File: config.mk
export PLATFORM = sky130hd
export DESIGN_NAME = freq_bram_uart_reader_flat
export DESIGN_NICKNAME = d
export VERILOG_FILES = /design/src/rtl/freq_bram_uart_reader_if.sv /design/src/rtl/freq_bram_uart_reader.sv /design/src/flat_wrapper.sv
export SDC_FILE = /design/constraint.sdc
export NUM_CORES = 1
export LEC_CHECK = 0
export CORE_MARGIN = 10
export CORE_UTILIZATION = 40
export DETAILED_ROUTE_END_ITERATION = 10
export PLACE_DENSITY_LB_ADDON = 0.08
export SLEW_MARGIN = 30
export SYNTH_ARGS = -nofsm -noshare
export SYNTH_HDL_FRONTEND = slang
export SYNTH_SLANG_ARGS = --single-unit
File: constraint.sdc
create_clock -name clk -period 3.9 [get_ports clk]
set_clock_uncertainty 0.2 [all_clocks]
set_input_delay 0.585 -clock clk [delete_from_list [all_inputs] [get_ports clk]]
set_output_delay 0.585 -clock clk [all_outputs]
set_load 0.1 [all_outputs]
File: src/rtl/freq_bram_uart_reader_if.sv
// Bus between the frequency-bin BRAM reader and its surroundings: frame trigger,
// BRAM read port, UART line and frame status.
interface freq_bram_uart_reader_if #(
   parameter int DATA_WIDTH = 8,
   parameter int ADDR_WIDTH = 4
);
   logic                  start;
   logic                  ram_rd_en;
   logic [ADDR_WIDTH-1:0] ram_addr;
   logic [DATA_WIDTH-1:0] ram_data;
   logic                  tx;
   logic                  busy;
   logic                  done;

   modport master (
      input  start, ram_data,
      output ram_rd_en, ram_addr, tx, busy, done
   );

   modport slave (
      output start, ram_data,
      input  ram_rd_en, ram_addr, tx, busy, done
   );
endinterface

File: src/rtl/freq_bram_uart_reader.sv
// Scans FREQ_BINS bin magnitudes out of the BRAM after each SDFT frame and sends them
// as one UART 8N1 packet: HEADER, bins in address order, XOR checksum of the bins.
module freq_bram_uart_reader #(
   parameter int          DATA_WIDTH   = 8,
   parameter int          FREQ_BINS    = 16,
   parameter int          ADDR_WIDTH   = 4,
   parameter int          CLKS_PER_BIT = 104,
   parameter logic [7:0]  HEADER       = 8'hA5
) (
   input  logic                    clk,
   input  logic                    reset_n,
   freq_bram_uart_reader_if.master bus
);

   localparam int BAUD_W = (CLKS_PER_BIT > 1) ? $clog2(CLKS_PER_BIT) : 1;
   localparam logic [BAUD_W-1:0]     LAST_BAUD = BAUD_W'(CLKS_PER_BIT - 1);
   localparam logic [ADDR_WIDTH-1:0] LAST_IDX  = ADDR_WIDTH'(FREQ_BINS - 1);

   typedef enum logic [2:0] {
      ST_IDLE,
      ST_HEADER,
      ST_FETCH,
      ST_WAIT_RD,
      ST_SEND,
      ST_CHECKSUM,
      ST_DONE
   } state_t;

   state_t                state, state_n;
   logic [BAUD_W-1:0]     baud_cnt, baud_n;
   logic [3:0]            bit_cnt, bit_n;
   logic [DATA_WIDTH-1:0] shreg, sh_n;
   logic [DATA_WIDTH-1:0] checksum, ck_n;
   logic [ADDR_WIDTH-1:0] idx, idx_n;
   logic                  tx_q, tx_n;
   logic                  byte_end;
   logic [2:0]            bidx;

   always_ff @(posedge clk or negedge reset_n) begin
      if (!reset_n) begin
         state    <= ST_IDLE;
         baud_cnt <= '0;
         bit_cnt  <= '0;
         shreg    <= '0;
         checksum <= '0;
         idx      <= '0;
         tx_q     <= 1'b1;
      end else begin
         state    <= state_n;
         baud_cnt <= baud_n;
         bit_cnt  <= bit_n;
         shreg    <= sh_n;
         checksum <= ck_n;
         idx      <= idx_n;
         tx_q     <= tx_n;
      end
   end

   always_comb begin
      state_n  = state;
      baud_n   = baud_cnt;
      bit_n    = bit_cnt;
      sh_n     = shreg;
      ck_n     = checksum;
      idx_n    = idx;
      byte_end = 1'b0;
      tx_n     = 1'b1;
      bidx     = '0;

      // Bit timing shared by the three transmitting states; bit_cnt 0 is the start
      // bit, 1..8 the data bits LSB first, 9 the stop bit.
      if (state inside {ST_HEADER, ST_SEND, ST_CHECKSUM}) begin
         if (baud_cnt == LAST_BAUD) begin
            baud_n = '0;
            if (bit_cnt == 4'd9) begin
               bit_n    = '0;
               byte_end = 1'b1;
            end else begin
               bit_n = bit_cnt + 4'd1;
            end
         end else begin
            baud_n = baud_cnt + 1'b1;
         end
      end

      case (state)
         ST_IDLE: begin
            if (bus.start) begin
               state_n = ST_HEADER;
               idx_n   = '0;
               ck_n    = '0;
               sh_n    = HEADER;
               baud_n  = '0;
               bit_n   = '0;
            end
         end
         ST_HEADER: begin
            if (byte_end) state_n = ST_FETCH;
         end
         ST_FETCH: begin
            state_n = ST_WAIT_RD;
         end
         ST_WAIT_RD: begin
            sh_n    = bus.ram_data;
            ck_n    = checksum ^ bus.ram_data;
            baud_n  = '0;
            bit_n   = '0;
            state_n = ST_SEND;
         end
         ST_SEND: begin
            if (byte_end) begin
               if (idx == LAST_IDX) begin
                  state_n = ST_CHECKSUM;
                  sh_n    = checksum;
               end else begin
                  idx_n   = idx + 1'b1;
                  state_n = ST_FETCH;
               end
            end
         end
         ST_CHECKSUM: begin
            if (byte_end) state_n = ST_DONE;
         end
         ST_DONE: begin
            state_n = ST_IDLE;
         end
         default: begin
            state_n = ST_IDLE;
         end
      endcase

      // tx is registered from the next-state view so the line is glitch-free yet
      // lines up cycle-for-cycle with the state it belongs to.
      if (state_n inside {ST_HEADER, ST_SEND, ST_CHECKSUM}) begin
         bidx = 3'(bit_n - 4'd1);
         if (bit_n == 4'd0)      tx_n = 1'b0;
         else if (bit_n == 4'd9) tx_n = 1'b1;
         else                    tx_n = sh_n[bidx];
      end
   end

   // idx only advances on entry to FETCH, so the address is stable whenever no read is issued.
   assign bus.ram_rd_en = (state == ST_FETCH);
   assign bus.ram_addr  = idx;
   assign bus.tx        = tx_q;
   assign bus.busy      = (state != ST_IDLE) && (state != ST_DONE);
   assign bus.done      = (state == ST_DONE);

endmodule

File: src/flat_wrapper.sv
// flat-port wrapper written by rule: the top's interface ports become plain ports
module freq_bram_uart_reader_flat 
#(
   parameter int          DATA_WIDTH   = 8,
   parameter int          FREQ_BINS    = 16,
   parameter int          ADDR_WIDTH   = 4,
   parameter int          CLKS_PER_BIT = 104,
   parameter logic [7:0]  HEADER       = 8'hA5
)
  (clk, reset_n, bus_start, bus_ram_data, bus_ram_rd_en, bus_ram_addr, bus_tx, bus_busy, bus_done);
  freq_bram_uart_reader_if #(.DATA_WIDTH(DATA_WIDTH), .ADDR_WIDTH(ADDR_WIDTH)) bus_i ();
  input  logic clk;
  input  logic reset_n;
  input wire logic [$bits(bus_i.start)-1:0] bus_start;
  input wire logic [$bits(bus_i.ram_data)-1:0] bus_ram_data;
  output wire logic [$bits(bus_i.ram_rd_en)-1:0] bus_ram_rd_en;
  output wire logic [$bits(bus_i.ram_addr)-1:0] bus_ram_addr;
  output wire logic [$bits(bus_i.tx)-1:0] bus_tx;
  output wire logic [$bits(bus_i.busy)-1:0] bus_busy;
  output wire logic [$bits(bus_i.done)-1:0] bus_done;
  assign bus_i.start = bus_start;
  assign bus_i.ram_data = bus_ram_data;
  assign bus_ram_rd_en = bus_i.ram_rd_en;
  assign bus_ram_addr = bus_i.ram_addr;
  assign bus_tx = bus_i.tx;
  assign bus_busy = bus_i.busy;
  assign bus_done = bus_i.done;
  freq_bram_uart_reader #(.DATA_WIDTH(DATA_WIDTH), .FREQ_BINS(FREQ_BINS), .ADDR_WIDTH(ADDR_WIDTH), .CLKS_PER_BIT(CLKS_PER_BIT), .HEADER(HEADER)) u_core (.clk(clk), .reset_n(reset_n), .bus(bus_i));
endmodule
---- After elaboration in Yosys (flattened, before gate mapping) ----
Index checks and enable logic that the tools add are counted.
operators by class
  add/subtract/negate cells ............... 4
  order comparisons ....................... 1
  eq/ne operators ......................... 17
  muxes and demuxes ....................... 33
  bitwise operators ....................... 1
  reduce and logical (&&, ||, !) cells .... 10
operators with widths
  operator                                                    count
  2-to-1 mux 8 bit                                            4
  2-to-1 mux 4 bit                                            7
  one-hot mux 8 bit (3 select lines)                          1
  2-to-1 mux 7 bit                                            3
  one-hot mux 3 bit (6 select lines)                          1
  one-hot mux 4 bit (2 select lines)                          2
  one-hot mux 8 bit (2 select lines)                          1
  == test 3 bit, second input constant                        5
  2-to-1 mux 3 bit                                            5
  one-hot mux 7 bit (2 select lines)                          1
  == test 4 bit, second input constant                        3
  nonzero test 3 bit                                          3
  adder 4 x 1 -> 4 bit, second input constant                 2
  XOR 8 bit                                                   1
  adder 7 x 1 -> 7 bit, second input constant                 1
  == test 7 bit, second input constant                        1
  2-to-1 mux 1 bit                                            7
  == test 3 x 1 -> 1 bit, second input constant               2
  == test 3 x 2 -> 1 bit, second input constant               2
  logical NOT 4 bit                                           1
  less-than comparator 3 x 4 -> 1 bit, second input constant  1
  != test 2 bit, second input constant                        2
  AND reduction 4 bit                                         1
  nonzero test 2 bit                                          2
  7 further kinds                                             7
storage, ports and cells
  register bits ........................... 35
  input bits .............................. 11
  output and inout port bits .............. 8
  logic and storage cells ................. 73

---- Logic depth before layout (Yosys ltp) ----
Gate-level depths: netlist of run 1.
  depth after elaboration ................. 12
  depth in mapped cells ................... 13
  depth with buffers taken out ............ 12

---- Worst setup path after synthesis of run 1 ----
Ideal clock, no wire load.
  kind .................................... reg-to-reg
  from .................................... register u_core.idx[0] (netlist: u_core.bus.ram_addr[0])
  to ...................................... register u_core.tx_q (netlist: u_core.bus.tx)
  library setup time ...................... 86 ps
  arrival ................................. 2817 ps
  required time ........................... 3614 ps
  setup slack ............................. 797 ps
  cell stages (with the launch flop) ...... 9
  path buffers ............................ 0
  clock period less this slack ............ 3103 ps
  path through ............................ dfrtp_1 -> ha_1 -> nand3_1 -> nor4_4 -> a21oi_1 -> a221o_1 -> mux4_2 -> a21oi_1 -> o31ai_2
between the ends
  cells in the longest elaborated chain, start to end .. 9
  elaborated cells on any way between the ends .. 16
  classes of those cells .................. eq/ne: 4; mux: 11; reduce/logical: 1
ends and longest elaborated chain
  what                                    line                          RTL
  from (decl)                             freq_bram_uart_reader.sv:34   logic [ADDR_WIDTH-1:0] idx, idx_n;
  from (signal assigned)                  freq_bram_uart_reader.sv:54   idx <= idx_n;
  == test 4 bit                           freq_bram_uart_reader.sv:112  if (idx == LAST_IDX) begin
  2-to-1 mux 8 bit                        freq_bram_uart_reader.sv:112
  2-to-1 mux 8 bit                        freq_bram_uart_reader.sv:111  if (byte_end) begin
  one-hot mux 8 bit (3 select lines)      freq_bram_uart_reader.sv:86   case (state)
  named net u_core.sh_n[6]                freq_bram_uart_reader.sv:32   logic [DATA_WIDTH-1:0] shreg, sh_n;
  binary-select mux 1 bit (select 3 bit)  freq_bram_uart_reader.sv:138  else tx_n = sh_n[bidx];
  2-to-1 mux 1 bit (not written as such)  freq_bram_uart_reader.sv:138
  2-to-1 mux 1 bit                        freq_bram_uart_reader.sv:137  else if (bit_n == 4'd9) tx_n = 1'b1;
  2-to-1 mux 1 bit                        freq_bram_uart_reader.sv:136  if (bit_n == 4'd0) tx_n = 1'b0;
  2-to-1 mux 1 bit                        freq_bram_uart_reader.sv:134  if (state_n inside {ST_HEADER, ST_SEND, ST_CHECKSUM}) begin
  named net u_core.tx_n                   freq_bram_uart_reader.sv:35   logic tx_q, tx_n;
  to (signal assigned)                    freq_bram_uart_reader.sv:55   tx_q <= tx_n;
  to (decl)                               freq_bram_uart_reader.sv:35
The timed path passes the listed nets, and every way through them passes these cells. The select of a mux whose other input is x is not followed.
A chain may end at the register's enable or synchronous reset.

---- Worst setup path after layout of run 1 ----
  from .................................... input bus_start
  to ...................................... register u_core.tx_q (netlist: u_core.bus.tx)
between the ends
  cells in the longest elaborated chain, start to end .. 8
  elaborated cells on any way between the ends .. 18
  classes of those cells .................. add/sub: 1; eq/ne: 4; mux: 11; reduce/logical: 2
ends and longest elaborated chain
  what                                    line                          RTL
  from (decl)                             flat_wrapper.sv:14            input wire logic [$bits(bus_i.start)-1:0] bus_start;
  2-to-1 mux 4 bit (*)                    freq_bram_uart_reader.sv:88   if (bus.start) begin
  one-hot mux 4 bit (2 select lines) (*)  freq_bram_uart_reader.sv:86
  named net u_core.bit_n[0]               freq_bram_uart_reader.sv:31   logic [3:0] bit_cnt, bit_n;
  subtractor 3 x 1 -> 3 bit               freq_bram_uart_reader.sv:135  bidx = 3'(bit_n - 4'd1);
  binary-select mux 1 bit (select 3 bit)  freq_bram_uart_reader.sv:138
  2-to-1 mux 1 bit (not written as such)  freq_bram_uart_reader.sv:138
  2-to-1 mux 1 bit                        freq_bram_uart_reader.sv:137
  2-to-1 mux 1 bit (*)                    freq_bram_uart_reader.sv:136
  2-to-1 mux 1 bit (*)                    freq_bram_uart_reader.sv:134
  named net u_core.tx_n                   freq_bram_uart_reader.sv:35
The timed path passes the listed nets; every way through them passes the cells marked *. The select of a mux whose other input is x is not followed.

==> results of run 1 <==
## worst max-delay path: stages
cell             delay [ns]
clkdlybuf4s50_1        0.56
or4b_1                 0.48
and3_4                 0.21
mux2i_4                0.22
inv_1                  0.11
ha_1                   0.34
mux4_2                 0.50
a21oi_1                0.16
o31ai_2                0.07
## layout make-up
cell class / count / area (um^2)
fillers: 509 / 2690
multi-input cells: 184 / 1200
flip-flops and latches: 35 / 877
repair buffers: 24 / 213
well taps: 70 / 87.6
clock buffers: 7 / 76.3
inverters: 5 / 18.8
clock inverters: 1 / 5.00
## power groups by stage
stage | logic (mW) | clock network, mW | registers (mW)
2_1_floorplan | 0.00577 | 0 | 0.381
3_3_place_gp | 0.0373 | 0 | 0.373
3_5_place_dp | 0.0376 | 0 | 0.373
4_1_cts | 0.0378 | 0.271 | 0.366
5_1_grt | 0.0403 | 0.283 | 0.366
6_report | 0.0370 | 0.262 | 0.366
## metal layers
metal,GRT usage [%],share of wire [%],vias to the layer above
li1,-,-,911
met1,17.7,49,855
met2,20.6,45,27
met3,2.72,3.7,9
met4,6.30,2.1,0
met5,0,0,-
## cells in the final DEF (no fill, tap or decap), drive strengths merged, types with 7 or more instances in the layout
cell           instances
nor2                  28
nand2b                 7
nand3                 17
o21ai                 15
nand2                 16
a21oi                 18
buf                   10
ha                     7
dfrtp                 34
clkdlybuf4s50         14
clkbuf                 7
## cell families (layout without fill, tap and decap cells)
kind of cell               Yosys count  after routing  share of synthesized area (%)
adders and majority gates            7              7                           4.06
DFF                                 35             35                           40.7
muxes                                4              4                           3.02
xor gates and xnor gates             7              7                           2.84
buffers and inverters               18             37                           3.60
AOI/OAI and AO/OA                   62             62                           18.9
and+or+nand+nor                    104            104                           26.9
## worst max-delay path by stage
stage,cells after the start,startpoint,slack (ns),to
after floorplan,8,u_core.bus.ram_addr[0],0.80,u_core.bus.tx
after global placement,9,bus_start,0.38,u_core.bus.tx
after detailed placement,9,bus_start,0.35,u_core.bus.tx
after CTS,9,bus_start,0.66,u_core.bus.tx
after global routing,11,u_core.baud_cnt[0],0.50,u_core.bus.tx
final,9,bus_start,0.67,u_core.bus.tx
## through the flow
step	hold WS (ns)	util [%]	setup slack (ns)	instance area [um^2]	cells
floorplan	0.0894	-	0.797	2160	237
global placement	0.283	46.3	0.378	2400	318
detailed placement	0.281	46.3	0.350	2400	318
CTS	0.214	47.9	0.662	2480	326
global route	0.242	47.9	0.501	2480	326
finish	0.180	47.9	0.675	2480	326
## state kept, by name, summed over array words and instances (netlist names)
name                 count
u_core.shreg             8
u_core.bit_cnt           4
u_core.state             3
u_core.bus.ram_addr      4
u_core.baud_cnt          7
u_core.checksum          8
u_core.bus.tx            1
==> flow_summary.json, run 1 <==
{
  "crit_type": "in -> reg",
  "synth_commonest_cells": "34 x dfrtp_1, 27 x nor2_1, 18 x a21oi_1, 17 x nand3_1, 16 x nand2_1",
  "ctsResizeCount": 0,
  "clockBufferDepth": 2,
  "max_cap_viol_count": 0,
  "grt_max_degree": 36,
  "cts_tree": "yes",
  "yosysWarnings": 0,
  "dieWidth_um": 93.4,
  "drt-initial-drc-count": 100,
  "switching_share_pct": 24.3,
  "core_area_mm2": 0.00517,
  "die_h_um": 93.4,
  "cts-root-buf": "clkbuf_8",
  "post_cts_buffers": 0,
  "nNetsFinal": 273,
  "grt_pass1_vias": 1838,
  "vias_per_cell": 5.53,
  "seq_power_share_pct": 55.1,
  "r2r-end": "u_core.bus.tx",
  "synth-seq-cells": 35,
  "required_ns": 3.90,
  "first_pass_iters": 6,
  "h-tree-depth": 2,
  "syn_area_mm2": 0.00216,
  "worstMarginPinSlew_ns": 0.980,
  "cp-end-kind": "register",
  "grtUsageTotal_pct": 13.5,
  "crit_arrival_ns": 3.23,
  "synth_cell_type_count": 51,
  "vias": 1802,
  "relSlewSlack_pct": 34.4,
  "regToRegStartpoint": "u_core.baud_cnt[0]",
  "drc": 0,
  "rows": 26,
  "yosysSeqAreaShare_pct": 40.7,
  "post_synth.cell_area_avg_um2": 9.10,
  "r2r_setup_slack_ns": 0.74,
  "numPortBuffers": 18,
  "dp_hpwl_mm": 3.88,
  "hold_class": "in -> async",
  "clockPowerShare_pct": 39.4,
  "initial_core_util_pct": 41.7,
  "drt-total-wl_mm": 5.32,
  "synth_flop_cell": "dfrtp_1",
  "wl_per_cell_um": 16.3,
  "hold_buffers": 0,
  "drive_above_1_share_pct": 10.2,
  "p_comb_share_pct": 5.6,
  "clock_latency_ns": 0.29,
  "leakage_nw": 1.04,
  "fin_tns_setup_ns": 0,
  "hold_viol": 0,
  "synth_edf_count": 0,
  "synth_top_area_share_pct": 39.5,
  "vdd_drop_max_v": 0.000134,
  "max_freq_ghz": 0.310,
  "rsz0062_at_grt": "false",
  "r2r_cells": 11,
  "min_period_ns": 3.23,
  "grt_pass1_wl_mm": 9.36,
  "grt_overflow": 0,
  "ant_nets": 0,
  "yosysMostFrequentCell": "dfrtp_1",
  "pwr_density_cell_mw_per_mm2": 268,
  "cts_made_buffers": 5,
  "p_int_uw": 503,
  "synth_area_leaders": "dfrtp_1 39%, nor2_1 4.7%, a21oi_1 4.2%",
  "yosys.area.top_type": "dfrtp_1",
  "cts.reportedPaths.clkPinSlew_ns": 0.08,
  "finalWeightedCongestion": 0.810,
  "fin_total_pwr_uw": 665,
  "drv_slew": 0,
  "startpoint_type": "input pin",
  "floorplan.die_area_mm2": 0.00873,
  "synth_cells": 237,
  "p_switching_uw": 162,
  "syn_to_final_growth_pct": 15.0,
  "ys_async_sr_fraction_pct": 100,
  "n_antenna_cell": 0,
  "status": "finished clean",
  "setup_viol": 0,
  "io_pins": 19,
  "synth_nets": 255,
  "antenna_found_initial": 0,
  "cp_max_fo": 6,
  "period_share_pct": 82.7,
  "clock-sinks": 35
}
(Power assumes the default switching activity.)
==> inputs of run 2 (changes only) <==
- clock period: 3.9 -> 3.3 ns (I/O delays scaled with it)
==> run 2 against run 1 <==
Die area did not move. Clock power up 26%. Worst hold slack got worse by 0.099 ns. Critical path depth up 2. Global-route usage fell by 0.39 points. Final area increased by 2.4%. Register-to-register slack worse by 0.44 ns. Largest cell class unchanged. Cell count rose by 2.5%. Combinational power up 18%.
==> flow_summary.json, run 2 (same netlist as run 1, synthesis figures left out) <==
{
  "regToRegStartpoint": "u_core.baud_cnt[0]",
  "leakage_nw": 1.09,
  "max_freq_ghz": 0.333,
  "grt_pass1_wl_mm": 9.12,
  "syn_to_final_growth_pct": 17.8,
  "switching_share_pct": 23.6,
  "cp-end-kind": "register",
  "dp_hpwl_mm": 3.88,
  "largestRegisters": "u_core.checksum (8), u_core.shreg (8), u_core.baud_cnt (7)",
  "max_cap_viol_count": 0,
  "cts.reportedPaths.clkPinSlew_ns": 0.08,
  "initial_core_util_pct": 41.7,
  "finalWeightedCongestion": 0.849,
  "cp_max_fo": 7,
  "layout_commonest_cell": "dfrtp_1",
  "crit_arrival_ns": 3.01,
  "r2r_setup_slack_ns": 0.30,
  "setup_viol": 0,
  "status": "finished clean",
  "grtUsageTotal_pct": 13.1,
  "numPortBuffers": 18,
  "final_util_pct": 49.1,
  "p_int_uw": 615,
  "multi_input_area_mm2": 0.00120,
  "p_switching_uw": 190,
  "p_comb_share_pct": 5.4,
  "pwr_density_cell_mw_per_mm2": 317,
  "io_pins": 19,
  "clockPowerShare_pct": 40.8,
  "fin_cells": 334,
  "fin_tns_setup_ns": 0,
  "fin_ws_ns": 0.296,
  "seq_power_share_pct": 53.7,
  "grt_max_degree": 36,
  "regArea_um2": 877,
  "n_antenna_cell": 0,
  "period_share_pct": 91.0,
  "startpoint_type": "register",
  "hold_viol": 0,
  "r2r_cells": 11,
  "drive_above_1_share_pct": 15.5,
  "dp.cells": 326,
  "floorplan.die_area_mm2": 0.00873,
  "drt-total-wl_mm": 5.28,
  "ant_nets": 0,
  "grt_pass1_vias": 1782,
  "cts_made_buffers": 5,
  "cts_tree": "yes",
  "antenna_found_initial": 0,
  "post_cts_buffers": 0,
  "nNetsFinal": 281,
  "dieWidth_um": 93.4,
  "vdd_drop_max_v": 0.000173,
  "clockBufferDepth": 2,
  "drt-initial-drc-count": 138,
  "vias": 1818,
  "vias_per_cell": 5.44,
  "post-place-ws_ns": 0.0173,
  "relSlewSlack_pct": 46.9,
  "final_cell_mix": "34 x dfrtp_1, 27 x nor2_1, 22 x buf_4",
  "clock-sinks": 35,
  "h-tree-depth": 2,
  "r2r-end": "u_core.bus.tx",
  "min_period_ns": 3.00,
  "drc": 0,
  "die_h_um": 93.4,
  "drv_slew": 0,
  "nFillCells": 498,
  "wl_per_cell_um": 15.8,
  "required_ns": 3.31,
  "clock_latency_ns": 0.30,
  "stdcell_area_mm2": 0.00254,
  "core_area_mm2": 0.00517,
  "worstMarginPinSlew_ns": 0.797,
  "rows": 26,
  "rsz0062_at_grt": "false",
  "placed_area_mm2": 0.00244,
  "grt_overflow": 0,
  "hold_class": "in -> async",
  "hold_buffers": 0,
  "crit_type": "reg -> reg",
  "cts-root-buf": "clkbuf_8",
  "first_pass_iters": 5
}
[run 2: cell count changes in the layout (fill, tap and decap cells not counted), sizes merged]
cell	previous run	this run
buf	10	23
clkdlybuf4s50	14	9
[run 2: layer usage]
| layer | vias to the layer above | GRT usage, % | wire (um) |
|---|---|---|---|
| met5 | - | 0 | 0 |
| met2 | 34 | 19.8 | 2400 |
| met3 | 11 | 2.72 | 281 |
| li1 | 924 | - | - |
| met4 | 0 | 6.81 | 109 |
| met1 | 849 | 17.1 | 2490 |
[run 2: power by group through the flow]
stage               Clock, mW  Combinational [mW]  Sequential [mW]
floorplan                   0             0.00682            0.450
global placement            0              0.0445            0.441
detailed placement          0              0.0445            0.441
CTS                     0.343              0.0447            0.433
global route            0.361              0.0477            0.433
finish                  0.329              0.0436            0.433
[run 2: area by class of cell]
cell class / count / area share (%)
repair buffers: 32 / 10.3
multi-input cells: 184 / 47.4
flip-flops and latches: 35 / 34.5
clock buffers: 7 / 3.40
clock inverters: 1 / 0.197
inverters: 5 / 0.739
well taps: 70 / 3.45
[run 2: worst max path at each step]
stage                               end  cells after the start                   start
after global routing      u_core.bus.tx                     11      u_core.baud_cnt[0]
final                     u_core.bus.tx                     11      u_core.baud_cnt[0]
after floorplan           u_core.bus.tx                      8  u_core.bus.ram_addr[0]
after global placement    u_core.bus.tx                      9               bus_start
after detailed placement  u_core.bus.tx                      9               bus_start
after CTS                 u_core.bus.tx                     11      u_core.baud_cnt[0]
[run 2: metrics by stage]
stage / power [mW] / hold WS, ns
floorplan: 0.457 / -0.000591
global placement: 0.486 / 0.283
detailed placement: 0.486 / 0.287
CTS: 0.821 / 0.112
global route: 0.841 / 0.139
finish: 0.805 / 0.0810
[run 2: what timing repair did]
| action | CTS | global route |
|---|---|---|
| hold endpoints to repair | 0 | 0 |
| setup endpoints to repair | 0 | 1 |
| gates resized for setup | 0 | 1 |
[run 2: worst max-delay path: stages, from the launching register on]
cell	delay, ns
dfrtp_1	0.39
ha_2	0.24
nand4b_4	0.16
or3_1	0.41
nor3_1	0.18
a21oi_1	0.06
nor2_1	0.12
inv_1	0.10
ha_1	0.34
mux4_2	0.50
a21oi_1	0.15
o31ai_2	0.07
